### src/rtl/rca_seq_ctrl.sv
// Multi-cycle add/subtract sequencer: time-shares one SLICE-bit ripple-carry adder
// across a WIDTH-bit operation, least-significant slice first.
module rca_seq_ctrl #(
   parameter int unsigned WIDTH = 32,
   parameter int unsigned SLICE = 8
) (
   input  logic             clk,
   input  logic             reset,
   input  logic             start,
   input  logic             op,
   input  logic [WIDTH-1:0] a,
   input  logic [WIDTH-1:0] b,
   input  logic             ci,
   output logic             busy,
   output logic             done,
   output logic [WIDTH-1:0] s,
   output logic             co,
   output logic             ovf,
   output logic [SLICE-1:0] sl_a,
   output logic [SLICE-1:0] sl_b,
   output logic             sl_ci,
   input  logic [SLICE-1:0] sl_s,
   input  logic             sl_co
);

   localparam int unsigned NSLICE   = WIDTH / SLICE;
   localparam int unsigned IW       = (NSLICE > 1) ? $clog2(NSLICE) : 1;
   localparam logic [IW-1:0] LAST_IDX = IW'(NSLICE - 1);

   typedef enum logic [1:0] {IDLE, RUN, DONE} state_e;

   state_e             state_q, state_d;
   logic [WIDTH-1:0]   opa_q, opa_d;
   logic [WIDTH-1:0]   opb_q, opb_d;
   logic               carry_q, carry_d;
   logic [IW-1:0]      idx_q, idx_d;
   logic [WIDTH-1:0]   s_q, s_d;
   logic               co_q, co_d;
   logic               ovf_q, ovf_d;
   logic               busy_q, busy_d;
   logic               done_q, done_d;
   logic [SLICE-1:0]   sl_a_q, sl_a_d;
   logic [SLICE-1:0]   sl_b_q, sl_b_d;
   logic               sl_ci_q, sl_ci_d;
   logic               accept;

   // State and datapath registers
   always_ff @(posedge clk) begin
      if (reset) begin
         state_q <= IDLE;
         opa_q   <= '0;
         opb_q   <= '0;
         carry_q <= 1'b0;
         idx_q   <= '0;
         s_q     <= '0;
         co_q    <= 1'b0;
         ovf_q   <= 1'b0;
         busy_q  <= 1'b0;
         done_q  <= 1'b0;
         sl_a_q  <= '0;
         sl_b_q  <= '0;
         sl_ci_q <= 1'b0;
      end else begin
         state_q <= state_d;
         opa_q   <= opa_d;
         opb_q   <= opb_d;
         carry_q <= carry_d;
         idx_q   <= idx_d;
         s_q     <= s_d;
         co_q    <= co_d;
         ovf_q   <= ovf_d;
         busy_q  <= busy_d;
         done_q  <= done_d;
         sl_a_q  <= sl_a_d;
         sl_b_q  <= sl_b_d;
         sl_ci_q <= sl_ci_d;
      end
   end

   // Next-state, slice capture and registered slice-bus drive
   always_comb begin
      state_d = state_q;
      opa_d   = opa_q;
      opb_d   = opb_q;
      carry_d = carry_q;
      idx_d   = idx_q;
      s_d     = s_q;
      co_d    = co_q;
      ovf_d   = ovf_q;
      accept  = 1'b0;

      case (state_q)
         IDLE: begin
            if (start) accept = 1'b1;
         end
         RUN: begin
            s_d[idx_q*SLICE +: SLICE] = sl_s;
            carry_d = sl_co;
            if (idx_q == LAST_IDX) begin
               state_d = DONE;
               idx_d   = '0;
               co_d    = sl_co;
               // Final slice sum bit is the result sign; s_q not yet updated.
               ovf_d   = (opa_q[WIDTH-1] == opb_q[WIDTH-1]) &&
                         (sl_s[SLICE-1] != opa_q[WIDTH-1]);
            end else begin
               idx_d = idx_q + IW'(1);
            end
         end
         DONE: begin
            if (start) accept = 1'b1;
            else       state_d = IDLE;
         end
         default: state_d = IDLE;
      endcase

      if (accept) begin
         state_d = RUN;
         opa_d   = a;
         opb_d   = op ? ~b : b;
         carry_d = op ? 1'b1 : ci;
         idx_d   = '0;
      end

      busy_d  = (state_d == RUN);
      done_d  = (state_d == DONE);
      sl_a_d  = '0;
      sl_b_d  = '0;
      sl_ci_d = 1'b0;
      if (state_d == RUN) begin
         sl_a_d  = opa_d[idx_d*SLICE +: SLICE];
         sl_b_d  = opb_d[idx_d*SLICE +: SLICE];
         sl_ci_d = carry_d;
      end
   end

   assign busy  = busy_q;
   assign done  = done_q;
   assign s     = s_q;
   assign co    = co_q;
   assign ovf   = ovf_q;
   assign sl_a  = sl_a_q;
   assign sl_b  = sl_b_q;
   assign sl_ci = sl_ci_q;

endmodule

### config.mk
export PLATFORM = sky130hd
export DESIGN_NAME = rca_seq_ctrl
export DESIGN_NICKNAME = d
export VERILOG_FILES = /design/src/rtl/rca_seq_ctrl.sv
export SDC_FILE = /design/constraint.sdc
export NUM_CORES = 1
export LEC_CHECK = 0
export BUFFER_PORTS_ARGS = -buffer_cell sky130_fd_sc_hd__buf_4
export CAP_MARGIN = 30
export CORE_MARGIN = 8
export CORE_UTILIZATION = 50
export DETAILED_ROUTE_END_ITERATION = 10
export PLACE_DENSITY = 0.76
export SYNTH_ARGS = -nofsm -noshare
export SYNTH_HDL_FRONTEND = slang
export SYNTH_SLANG_ARGS = --single-unit
### constraint.sdc
create_clock -name clk -period 6.6 [get_ports clk]
set_input_delay 1.32 -clock clk [delete_from_list [all_inputs] [get_ports clk]]
set_output_delay 1.32 -clock clk [all_outputs]
set_load 0.005 [all_outputs]
# Word level (Yosys, flattened, before mapping)
# Index checks and enable logic that the tools add are counted.
op_classes:
  shifts: 4
  bitwise: 2
  reduce_logical: 5
  n_mux: 16
  n_eq_ne: 7
  add_sub_neg: 2
op_table:
  columns: ["cell", "count"]
  rows:
  - ["two-way mux 32 bit", 3]
  - ["indexed part select 32 x 6 -> 8 bit", 2]
  - ["negation 5 -> 34 bit", 1]
  - ["variable shift 8 x 34 -> 32 bit (first input constant)", 1]
  - ["indexed part select 8 x 34 -> 32 bit", 1]
  - ["bitwise mux 32 bit", 1]
  - ["NOT 32 bit", 1]
  - ["two-way mux 2 bit", 6]
  - ["equality test 2 bit (second input constant)", 3]
  - ["one-hot mux 2 bit (3 select lines)", 1]
  - ["two-way mux 1 bit", 5]
  - ["equality test 2 x 1 -> 1 bit (second input constant)", 2]
  - ["OR reduction 2 bit", 2]
  - ["adder 2 x 1 -> 2 bit (second input constant)", 1]
  - ["zero test 2 bit", 1]
  - ["AND reduction 2 bit", 1]
  - ["equality test 1 bit", 1]
  - ["logical AND 1 bit", 1]
  - ["inequality test 1 bit", 1]
  - ["NOT 1 bit", 1]
totals:
  in_bits: 78
  wordCells: 49
  register_bits: 122
  out_inout_bits: 53

# Longest topological paths before layout
logic_depth:
  depth_word: 7
  ltp_mapped: 8

# Worst setup path after synthesis
# OpenSTA, ideal clock, no wires.
synth_timing:
  path_type: "input to register"
  startpoint: "in start"
  endpoint: "reg sl_b_q[5] (netlist: sl_b[5])"
  n_path_buf: 4
  cell_stages: 8
  setup_time_ns: 0.075
  arrival_ns: 2.516
  setup_slack_ns: 4.010
  cell_sequence: "buf_4 and2b_1 buf_2 buf_6 buf_4 mux2i_1 mux2_4 o22ai_1"
synth_via:
  elab_chain_cells: 6
  elab_cells_between_ends: 11
synth_lines:
  columns: ["element", "line", "source"]
  rows:
  - ["start: declaration", "9", "input logic start,"]
  - ["branches (longest 6 deep; another with two-way mux 32 bit)", null, null]
  - ["end signal: assignment", "75", "sl_b_q <= sl_b_d;"]
  - ["end: declaration", "43", "logic [SLICE-1:0] sl_b_q, sl_b_d;"]
# Parallel ways; which one is timed is not known.
# A chain may end at the register's enable or synchronous reset.

# Final worst setup path
layout_timing:
  startpoint: "reg idx_q[1]"
  endpoint: "reg sl_b_q[0] (netlist: sl_b[0])"
layout_via:
  elab_chain_cells: 7
  elab_cells_between_ends: 12
layout_lines:
  columns: ["element", "line", "source"]
  rows:
  - ["start: declaration", "36", "logic [IW-1:0] idx_q, idx_d;"]
  - ["start signal: assignment", "68", "idx_q <= idx_d;"]
  - ["branches (longest 7 deep; another with adder 2 x 1 -> 2 bit)", null, null]
# Parallel ways; which one is timed is not known.

==> results.tsv <==
stage	metric	value	unit
sta	final setup TNS	0	ns
pwr	sw power	514	µW
critical_path	crit path DAT	3.64	ns
sta	f_max	0.311	GHz
clocking	# resized after CTS	0	
pwr	LEAKAGE	2.86	nW
floorplan	Horiz. Die Dim	118	µm
min_path	class of the worst hold path	flop to flop	
sta	period utilization	48.8	%
global_route	initial antenna violation count	0	
layout	commonest non-fill, non-tap cells in the layout	133 x buf_4, 122 x dfxtp_1, 75 x nand2_1	
floorplan	Initial Utilization	51.0	%
critical_path	crit path kind	flop to flop	
drt	routed via count	4454	
placed_design	DP HPWL	9.96	mm
pwr	Flop pwr share	40.2	%
synthesis	Post-Synthesis Net Count	633	
sta	unrepaired setup endpoints after global routing	no	
sta	Setup Viol. Count Final	0	
clocking	H-tree Lvls	4	
synthesis	Mean Syn Cell Area	9.45	µm²
sta	Slew HR	31.9	%
floorplan	# IOs	131	
sta	Worst-Margin Slew	1.02	ns
drt	# DRC	0	
sta	Slew Limit Fails	0	
clocking	Setup Buffers After CTS	0	
floorplan	row cnt	37	
sta	Final Critical Period	3.22	ns
drt	Routed Antenna Nets	0	
critical_path	worst reg2reg setup slack	3.38	ns
critical_path	Crit path required time	7.02	ns
drt	Vias/cell	5.49	
synthesis	Cell variety after synth	36	
sta	Fin Clk Skew	0.00750	ns
synthesis	Synthesis Warnings	0	
pwr	switching power share of the total	25.9	%
drt	Routed WL	14.6	mm
layout	share of layout cells above drive strength 1	28.4	%
synthesis	Gate Count Post-Synth	549	
clocking	clock sink count	122	
pwr	Clock power frac	47.4	%
layout	Antenna Cells	0	
layout	Final nets	746	
pwr	pwr dens	294	nW/µm²
drt	drt initial violations	438	
drt	DR pass1 iterations	7	
synthesis	Yosys reg bits	122	
pwr	cell-internal power	1.47	mW
critical_path	Critical path origin	idx_q[1]	
drt	wire per inst	17.9	µm
critical_path	critical-path maximum fanout	19	
critical_path	nature of the critical path endpoint	flop	
global_route	largest net degree at the start of global routing	101	
floorplan	core area	10200	µm²
clocking	Max Root-Sink Buffers	2	
pwr	Comb pwr share	12.4	%
min_path	Hold Startpoint	opa_q[27]	
clocking	Clock Latency Late Sink	0.51	ns
clocking	Root Driver	clkbuf_8	
clocking	Reg clk slew, reported paths	0.06	ns
global_route	GRT Total Usage	21.0	%
global_route	grt ovf	0	
critical_path	Setup crit start kind	flop	
sta	Fin Hold WS	0.456	ns
clocking	CTS Hold Buffers Added	0	
floorplan	Die ar.	13900	µm²
sta	Hold Fails Final Rpt	0	
layout	commonest non-fill, non-tap cell in the layout	buf_4	
critical_path	worst r2r src	idx_q[1]	
placed_design	gpl congestion	0.837	
synthesis	register area share after synthesis	47.1	%
flow_run	max-cap viol count	0	
global_route	vias in the first global route	4655	
layout	area delta synth->final	30.3	%
run_status	outcome	complete, no violations	
global_route	global-route wire length before repair	23.7	mm
clocking	TritonCTS clock tree	built	
placed_design	Port Buffers	130	
floorplan	die height	118	µm
pwr	maximum vdd ir drop	0.196	mV
clocking	CTS buffer count	17	
synthesis	Mapped Area	5190	µm²
## cells by family (layout without fill, tap and decap cells)
group / Yosys count / count (layout) / synth area share (%)
AND/OR/NAND/NOR: 170 / 170 / 14.1
adder cells (fa/ha/maj): 6 / 6 / 1.45
flip-flops: 122 / 122 / 47.1
multiplexers: 73 / 73 / 15.1
AO/OA/AOI/OAI: 103 / 103 / 12.7
XOR/XNOR: 32 / 32 / 5.40
buffers and inverters: 43 / 169 / 4.17
## power groups by stage
stage               combinational (mW)  clock (mW)  sequential (mW)
floorplan                        0.157           0            0.807
global placement                 0.235           0            0.813
detailed placement               0.243           0            0.814
CTS                              0.247       0.947            0.799
global route                     0.268       0.982            0.803
finish                           0.247       0.941            0.800
## area by class of cell
class	instances	area (µm²)
fill	835	3420
multi-input combinational	384	2530
sequential	122	2440
timing repair buffer	133	998
clock buffer	17	414
clock inverter	15	189
tap	136	170
inverter	4	15.0
## worst max-delay path: stages, from the launching register on
cell and delay, ns:
dfxtp_1 0.86, inv_1 0.20, ha_1 0.42, mux2i_4 0.63, o2bb2ai_4 0.38, mux2_1 0.44, o22ai_1 0.18
## sequential cells by signal (all words and copies together), names as in the netlist
signal / cells
carry_q: 1
sl_a: 8
sl_ci: 1
ovf: 1
opb_q: 32
idx_q: 2
busy: 1
done: 1
state_q: 2
co: 1
sl_b: 8
s: 32
opa_q: 32
## Yosys cell counts, drive strengths merged
master / instances / share of area [%]
nor3b: 2 / 0.29
o22ai: 16 / 1.9
o2bb2ai: 1 / 0.53
or2: 1 / 0.12
nand2b: 3 / 0.36
nand3: 2 / 0.19
nor4b: 1 / 0.29
xor2: 32 / 5.4
mux2i: 49 / 9.7
nand3b: 4 / 0.58
a31oi: 2 / 0.24
nor4: 3 / 0.72
nor2b: 3 / 0.36
buf: 20 / 2.5
clkbuf: 19 / 1.4
a21oi: 35 / 3.4
and3b: 1 / 0.17
a22oi: 32 / 4.6
and2b: 1 / 0.14
ha: 6 / 1.4
nor2: 71 / 5.1
dfxtp: 122 / 47
o21ai: 9 / 0.87
nand2: 75 / 5.4
nor3: 3 / 0.29
o211ai: 8 / 1.2
mux2: 24 / 5.4
inv: 3 / 0.22
clkinv: 1 / 0.072
## layer usage
layer / track usage (%) / vias up / share of wire (%)
met1: 24.1 / 2125 / 42
met4: 8.41 / 0 / 2.1
met5: 0 / - / 0
met3: 6.76 / 22 / 7.5
li1: - / 2121 / -
met2: 35.5 / 186 / 48
## final timing paths
path | end | cells after the start
hold / removal | opa_q[27] | 2
hold reg to reg | opa_q[27] | 2
setup / recovery | sl_b[0] | 6
setup reg to reg | sl_b[0] | 6
## metrics by stage
stage,power (mW),utilization [%],cells,cell area (µm²),setup slack (ns)
2_1_floorplan,0.964,-,549,5190,4.01
4_1_cts,1.99,66.4,811,6760,3.34
3_3_place_gp,1.05,60.5,779,6160,3.26
5_1_grt,2.05,66.4,811,6760,3.18
6_report,1.99,66.4,811,6760,3.38
3_5_place_dp,1.06,60.5,779,6160,3.17
Power figures use the tool's default switching activity.
